--- src/rtl/ring_cnt_pkg.sv ---
// Shared constants and helpers for the ring/Johnson shift counter.
// Consumed by ring_johnson_counter and ring_cnt_legal_chk.
package ring_cnt_pkg;

  localparam logic MODE_RING    = 1'b0;
  localparam logic MODE_JOHNSON = 1'b1;

  localparam logic DIR_UP = 1'b0;
  localparam logic DIR_DN = 1'b1;

  // Widest counter the home-pattern helper can describe.
  localparam int RING_CNT_MAX_W = 64;

  // Home pattern 0...01 for a counter of the given width. The result is
  // RING_CNT_MAX_W wide; callers keep the low WIDTH bits.
  function automatic logic [RING_CNT_MAX_W-1:0] ring_home(input int width);
    logic [RING_CNT_MAX_W-1:0] h;
    h = '0;
    for (int i = 0; i < RING_CNT_MAX_W; i++) begin
      h[i] = (i == 0) && (i < width);
    end
    return h;
  endfunction

endpackage

--- src/rtl/ring_cnt_legal_chk.sv ---
// Combinational legality check for ring (one-hot) and Johnson
// (thermometer) counter states.
module ring_cnt_legal_chk
  import ring_cnt_pkg::*;
#(
  parameter int WIDTH = 4
) (
  input  logic [WIDTH-1:0] q,
  input  logic             mode,
  output logic             legal
);

  // A Johnson state has at most one 0/1 boundary between adjacent bits.
  logic [WIDTH-2:0] edge_vec;

  generate
    for (genvar gi = 0; gi < WIDTH - 1; gi++) begin : g_edge
      assign edge_vec[gi] = q[gi] ^ q[gi+1];
    end
  endgenerate

  int unsigned ones_cnt;
  int unsigned edge_cnt;

  always_comb begin
    ones_cnt = 0;
    edge_cnt = 0;
    for (int i = 0; i < WIDTH; i++) begin
      ones_cnt = ones_cnt + 32'(q[i]);
    end
    for (int i = 0; i < WIDTH - 1; i++) begin
      edge_cnt = edge_cnt + 32'(edge_vec[i]);
    end
    if (mode == MODE_JOHNSON) begin
      legal = (edge_cnt <= 1);
    end else begin
      legal = (ones_cnt == 1);
    end
  end

endmodule

--- src/rtl/ring_johnson_counter.sv ---
// Parametrised ring / Johnson shift counter with load, enable and wrap pulse.
// Define RING_CNT_SELF_CORRECT_EN to enable illegal-state detection and recovery.
module ring_johnson_counter
  import ring_cnt_pkg::*;
#(
  parameter int WIDTH = 4
) (
  input  logic             clk,
  input  logic             rst,
  input  logic             en,
  input  logic             mode,
  input  logic             dir,
  input  logic             load,
  input  logic [WIDTH-1:0] load_val,
  output logic [WIDTH-1:0] q,
  output logic             wrap,
  output logic             illegal
);

  localparam logic [RING_CNT_MAX_W-1:0] HOME_FULL = ring_home(WIDTH);
  localparam logic [WIDTH-1:0]          HOME      = HOME_FULL[WIDTH-1:0];

  logic [WIDTH-1:0] q_reg;
  logic [WIDTH-1:0] q_next;
  logic             wrap_reg;
  logic             wrap_next;
  logic [WIDTH-1:0] shift_val;
  logic             state_illegal;

`ifdef RING_CNT_SELF_CORRECT_EN
  logic state_legal;

  ring_cnt_legal_chk #(
    .WIDTH (WIDTH)
  ) u_legal_chk (
    .q     (q_reg),
    .mode  (mode),
    .legal (state_legal)
  );

  assign state_illegal = ~state_legal;
`else
  assign state_illegal = 1'b0;
`endif

  // One shift step under the currently sampled mode and direction.
  always_comb begin
    shift_val = q_reg;
    if (mode == MODE_JOHNSON) begin
      if (dir == DIR_DN) begin
        shift_val = {~q_reg[0], q_reg[WIDTH-1:1]};
      end else begin
        shift_val = {q_reg[WIDTH-2:0], ~q_reg[WIDTH-1]};
      end
    end else begin
      if (dir == DIR_DN) begin
        shift_val = {q_reg[0], q_reg[WIDTH-1:1]};
      end else begin
        shift_val = {q_reg[WIDTH-2:0], q_reg[WIDTH-1]};
      end
    end
  end

  // Load beats count; a count step from an illegal state recovers to home
  // silently, so only a genuine shift back to home raises wrap.
  always_comb begin
    q_next    = q_reg;
    wrap_next = 1'b0;
    if (load) begin
      q_next = load_val;
    end else if (en) begin
      if (state_illegal) begin
        q_next = HOME;
      end else begin
        q_next    = shift_val;
        wrap_next = (shift_val == HOME);
      end
    end
  end

  always_ff @(posedge clk or negedge rst) begin
    if (!rst) begin
      q_reg    <= HOME;
      wrap_reg <= 1'b0;
    end else begin
      q_reg    <= q_next;
      wrap_reg <= wrap_next;
    end
  end

  assign q       = q_reg;
  assign wrap    = wrap_reg;
  assign illegal = state_illegal;

endmodule

--- config.mk ---
export PLATFORM = sky130hd
export DESIGN_NAME = ring_johnson_counter
export DESIGN_NICKNAME = d
export VERILOG_FILES = /design/src/rtl/ring_cnt_pkg.sv /design/src/rtl/ring_cnt_legal_chk.sv /design/src/rtl/ring_johnson_counter.sv
export SDC_FILE = /design/constraint.sdc
export NUM_CORES = 1
export LEC_CHECK = 0
export ABC_AREA = 0
export BUFFER_PORTS_ARGS = -buffer_cell sky130_fd_sc_hd__buf_2
export CAP_MARGIN = 20
export CORE_AREA = 2 2 39 41
export DETAILED_ROUTE_END_ITERATION = 10
export DIE_AREA = 0 0 41 43
export SLEW_MARGIN = 20
export SYNTH_ARGS = -nofsm -noshare
export SYNTH_HDL_FRONTEND = slang
export SYNTH_HIERARCHICAL = 1
export SYNTH_SLANG_ARGS = --single-unit
export TNS_END_PERCENT = 10
--- constraint.sdc ---
create_clock -name clk -period 1 [get_ports clk]
set_input_delay 0.2 -clock clk [delete_from_list [all_inputs] [get_ports clk]]
set_output_delay 0.2 -clock clk [all_outputs]
set_load 0.02 [all_outputs]
==> results by stage <==
Critical path:
- The cell family contributing the most delay on the critical path is flip-flops.
- The sort of element at the start of the critical path is a flop.
- The minimum setup slack among reg-to-reg paths is -60 ps.
- Traced cell by cell, the critical path runs through buf_6.
- The worst setup path startpoint is q[0]$_DFFE_PN1P_.
- STA classifies the critical path endpoint as an output pin.
- The reg-to-reg endpoint is q[1]$_DFFE_PN0P_.
- The worst reg2reg path startpoint is q[0]$_DFFE_PN1P_.
- The number of buffers and inverters on the critical path is 1.
- The logic depth of the worst setup path including buffers is 1.
- In this design, the stage delay of the slowest critical-path cell is 570 ps.
- The depth of the most critical reg-to-reg path is 3.
- At the worst endpoint, the required time is about 800 ps.
- The destination of the critical timing path is q[0].
- The category of the most critical setup path is flop to output pin.
- The critical-path cell with the highest stage delay is sky130_fd_sc_hd__dfstp_2.
- STA puts the critical path data arrival time at ~940 ps.
- Along the worst path, the maximum fanout reaches 4.

Drt:
- The detail-routed via count per cell is between 4 and 5.
- The number of antenna-violating nets in the routed design is 0.
- Summed over all layers, the routed wires come to between 700 and 800 um.
- The routed layout has about 300 vias.
- Before antenna repair, the detailed router went through 2 iterations.
- The violation count after the first detailed-route iteration is 4.
- After detailed routing, the average wire length per cell comes to 10.9 um.
- For this run, design rule violations remaining after detail routing come to 0.

Yosys:
- For this run, the register share of the synthesized area comes to 0.385.
- The number of nets handed over by synthesis was 45.
- The average instance in the mapped netlist occupies between 9 and 10 um2.
- The count of distinct cell types in the synthesized netlist is 23.
- Synthesis inferred 5 register bits.
- The count of warnings emitted by yosys is 6.
- After synthesis the cells add up to approximately 330 um2.
- The synthesized instance count is 35.

Place:
- The final weighted congestion of routability-driven global placement is just under 0.7.
- Timing analysis after detailed placement gives a worst setup slack of -68.9 ps.
- The number of placed cells counting well taps is just over 60.
- The placed wire-length estimate is between 500 and 600 um.
- The count of buffers from port buffering is 14.

Timing:
- The achievable clock frequency is slightly below 900 MHz.
- After layout, the worst setup slack is -140 ps.
- In the finished design, the share of the clock period the worst path needs comes to 1.14.
- The total count of hold-check failures in the final report is 0.
- The number of pins with negative max-slew slack in the final report was 0.
- The final number of setup-violating endpoints is 7.
- The post-layout minimum cycle time is ~1100 ps.
- Across the routed clock network, the largest skew measured is roughly 2.8 ps.
- Setup repair after global routing could not meet its margin everywhere.

Floorplanning:
- The die width is 41 um.
- For this configuration, the core starts out at a cell density of 0.237.
- From bottom edge to top edge, the die measures about 43 um.
- The area of the die is roughly 0.0018 mm2.
- In this run the standard cell core region covers ~0.0014 mm2.
- Row generation in the floorplan step produced 14 rows.
- The number of ports placed on the die boundary is 16.

Clock network:
- The number of buffers inserted during clock tree synthesis is 3.
- Clock-pin slew was measured on the worst setup and hold paths at ~40 ps.
- The cell sitting at the root of the clock tree is a sky130_fd_sc_hd__clkbuf_4.
- The clock tree from TritonCTS is done.
- Clock tree synthesis found a total of 5 sinks.
- The H-tree depth is 1.
- No sink is reached through more buffers than the 2 on the longest clock path.
- The clock reaches the later pin of the worst-skew pair after ~240 ps.

Pwr:
- The leakage dissipation is 0.230 nW.
- Across the VDD grid, the largest voltage drop is around 670 uV.
- The total power per unit cell area is about 1400 mW/mm2.

Status:
- The final reports fail on negative setup slack.
- The flow ran to the end, but the final reports show violations.

Finish:
- The sequential cell area is ~130 um2.
- For this run, the number of standard cells in the final layout without fillers is 67.
- In the final layout, the share of cells above drive strength 1 is 0.490.
- In the final layout, the multi-input gates occupy 176 um2.
- For this run, the post-layout net count is slightly above 60.
- The utilization after layout is 0.339.
- From synthesis to final layout, the design area changed by 43.1%.
- The count of antenna diodes in the layout is 0.
- The register with the most flip-flops in the layout has 4 of them.
- After filler insertion, the fill cell instance count of the layout stands at 149.

Global route:
- The initial antenna violation count was 0.
- The wire length of the first global-routing pass is ~1200 um.
- The residual overflow from global routing is 0.
- The via count of the first global-routing pass was 275.
- The global routing usage summed across all routing layers is 0.110.
- Entering global routing, the biggest net connects 10 pins.

Worst hold path:
- The worst hold-check path type is input port to flop.

Run:
- Max-cap violations in this run came to 0.
==> layer usage <==
metal,global-route usage,up-vias,share of wire
li1,-,157,-
met1,0.149,134,0.45
met2,0.131,11,0.48
met3,0.0314,2,0.043
met4,0.100,0,0.023
met5,0,-,0
==> cell type report <==
| class | instances | area share |
|---|---|---|
| inverter | 1 | 0.00800 |
| clock buffer | 4 | 0.0560 |
| sequential | 5 | 0.277 |
| timing repair buffer | 16 | 0.240 |
| tap | 16 | 0.0427 |
| multi-input combinational | 25 | 0.376 |
==> stage by stage <==
stage               setup TNS, ps  instance area, um2  power [mW]  hold slack (ps)
floorplan                    -156                 335       0.364            -95.6
global placement            -77.0                 392       0.409             25.1
detailed placement          -97.6                 392       0.409             27.2
CTS                          -390                 468       0.690              158
global route                 -713                 469       0.733              162
finish                       -330                 469       0.675              166
==> worst min path at each step <==
stage	startpoint	end	slack [ps]	depth (start not counted)
after floorplan	rst	q[1]$_DFFE_PN0P_	-100	0
after global placement	rst	wrap$_DFF_PN0_	30	1
after detailed placement	rst	wrap$_DFF_PN0_	30	1
after CTS	load_val[1]	q[1]$_DFFE_PN0P_	160	2
after global routing	load_val[2]	q[2]$_DFFE_PN0P_	160	2
final	load_val[1]	q[1]$_DFFE_PN0P_	170	2
==> cells in the mapped netlist <==
cell,n,area (um2)
sky130_fd_sc_hd__inv_1,1,3.75
sky130_fd_sc_hd__mux2i_1,2,20.0
sky130_fd_sc_hd__dfrtp_1,4,100
sky130_fd_sc_hd__a211oi_1,2,15.0
sky130_fd_sc_hd__buf_4,3,22.5
sky130_fd_sc_hd__nand2_1,2,7.51
sky130_fd_sc_hd__a32oi_1,1,8.76
sky130_fd_sc_hd__nor2_2,1,6.26
sky130_fd_sc_hd__a21oi_1,1,5.00
sky130_fd_sc_hd__buf_6,1,11.3
sky130_fd_sc_hd__nor2_1,3,11.3
sky130_fd_sc_hd__a31oi_1,1,6.26
sky130_fd_sc_hd__nor3_1,2,10.0
sky130_fd_sc_hd__a21o_1,2,15.0
sky130_fd_sc_hd__nor2b_1,1,6.26
sky130_fd_sc_hd__or2b_1,1,7.51
sky130_fd_sc_hd__nor3b_1,1,7.51
sky130_fd_sc_hd__conb_1,1,3.75
sky130_fd_sc_hd__xor2_1,1,8.76
sky130_fd_sc_hd__dfstp_2,1,26.3
sky130_fd_sc_hd__a211o_1,1,8.76
sky130_fd_sc_hd__o211ai_1,1,7.51
sky130_fd_sc_hd__xnor2_1,1,8.76
==> cell families (layout without fill, tap and decap cells) <==
logic type,after synthesis,after routing,synth area share
AOI/OAI and AO/OA,9,9,0.202
and+or+nand+nor,11,11,0.172
muxes,2,2,0.0611
DFF,5,5,0.386
buffers and inverters,5,21,0.114
xor gates and xnor gates,2,2,0.0534
other,1,1,0.0114
==> placed cells by master (no fill, tap or decap) <==
master and count:
sky130_fd_sc_hd__a211oi_1 2, sky130_fd_sc_hd__clkbuf_1 1, sky130_fd_sc_hd__nor2_1 3, sky130_fd_sc_hd__buf_4 1
sky130_fd_sc_hd__buf_2 10, sky130_fd_sc_hd__a31oi_1 1, sky130_fd_sc_hd__buf_6 4, sky130_fd_sc_hd__conb_1 1
sky130_fd_sc_hd__xor2_1 1, sky130_fd_sc_hd__dfrtp_2 3, sky130_fd_sc_hd__dfstp_2 1, sky130_fd_sc_hd__nor2_2 1
sky130_fd_sc_hd__clkbuf_4 3, sky130_fd_sc_hd__or2b_1 1, sky130_fd_sc_hd__a32oi_1 1, sky130_fd_sc_hd__nor3b_2 1
sky130_fd_sc_hd__a21oi_1 1, sky130_fd_sc_hd__nor3_1 2, sky130_fd_sc_hd__xnor2_2 1, sky130_fd_sc_hd__dlygate4sd3_1 1
sky130_fd_sc_hd__nor2b_1 1, sky130_fd_sc_hd__o211ai_1 1, sky130_fd_sc_hd__nand2_1 2, sky130_fd_sc_hd__dfrtp_1 1
sky130_fd_sc_hd__inv_1 1, sky130_fd_sc_hd__a21o_1 2, sky130_fd_sc_hd__mux2i_1 2, sky130_fd_sc_hd__a211o_1 1
==> power by group <==
part	total [mW]	internal [mW]	switching [mW]	leakage, nW
Sequential	0.258	0.228	0.0299	0.0570
Combinational	0.186	0.0978	0.0882	0.158
Clock	0.231	0.151	0.0798	0.0150
Total	0.675	0.477	0.198	0.230
==> repair_timing <==
action | CTS | global route
pin swaps | 1 | 0
hold buffers | 1 | 0
endpoints found under the setup margin | 6 | 9
endpoints found under the hold margin | 5 | 0
setup buffers | 1 | 0
gates resized for setup | 11 | 1
(Power assumes the default switching activity.)
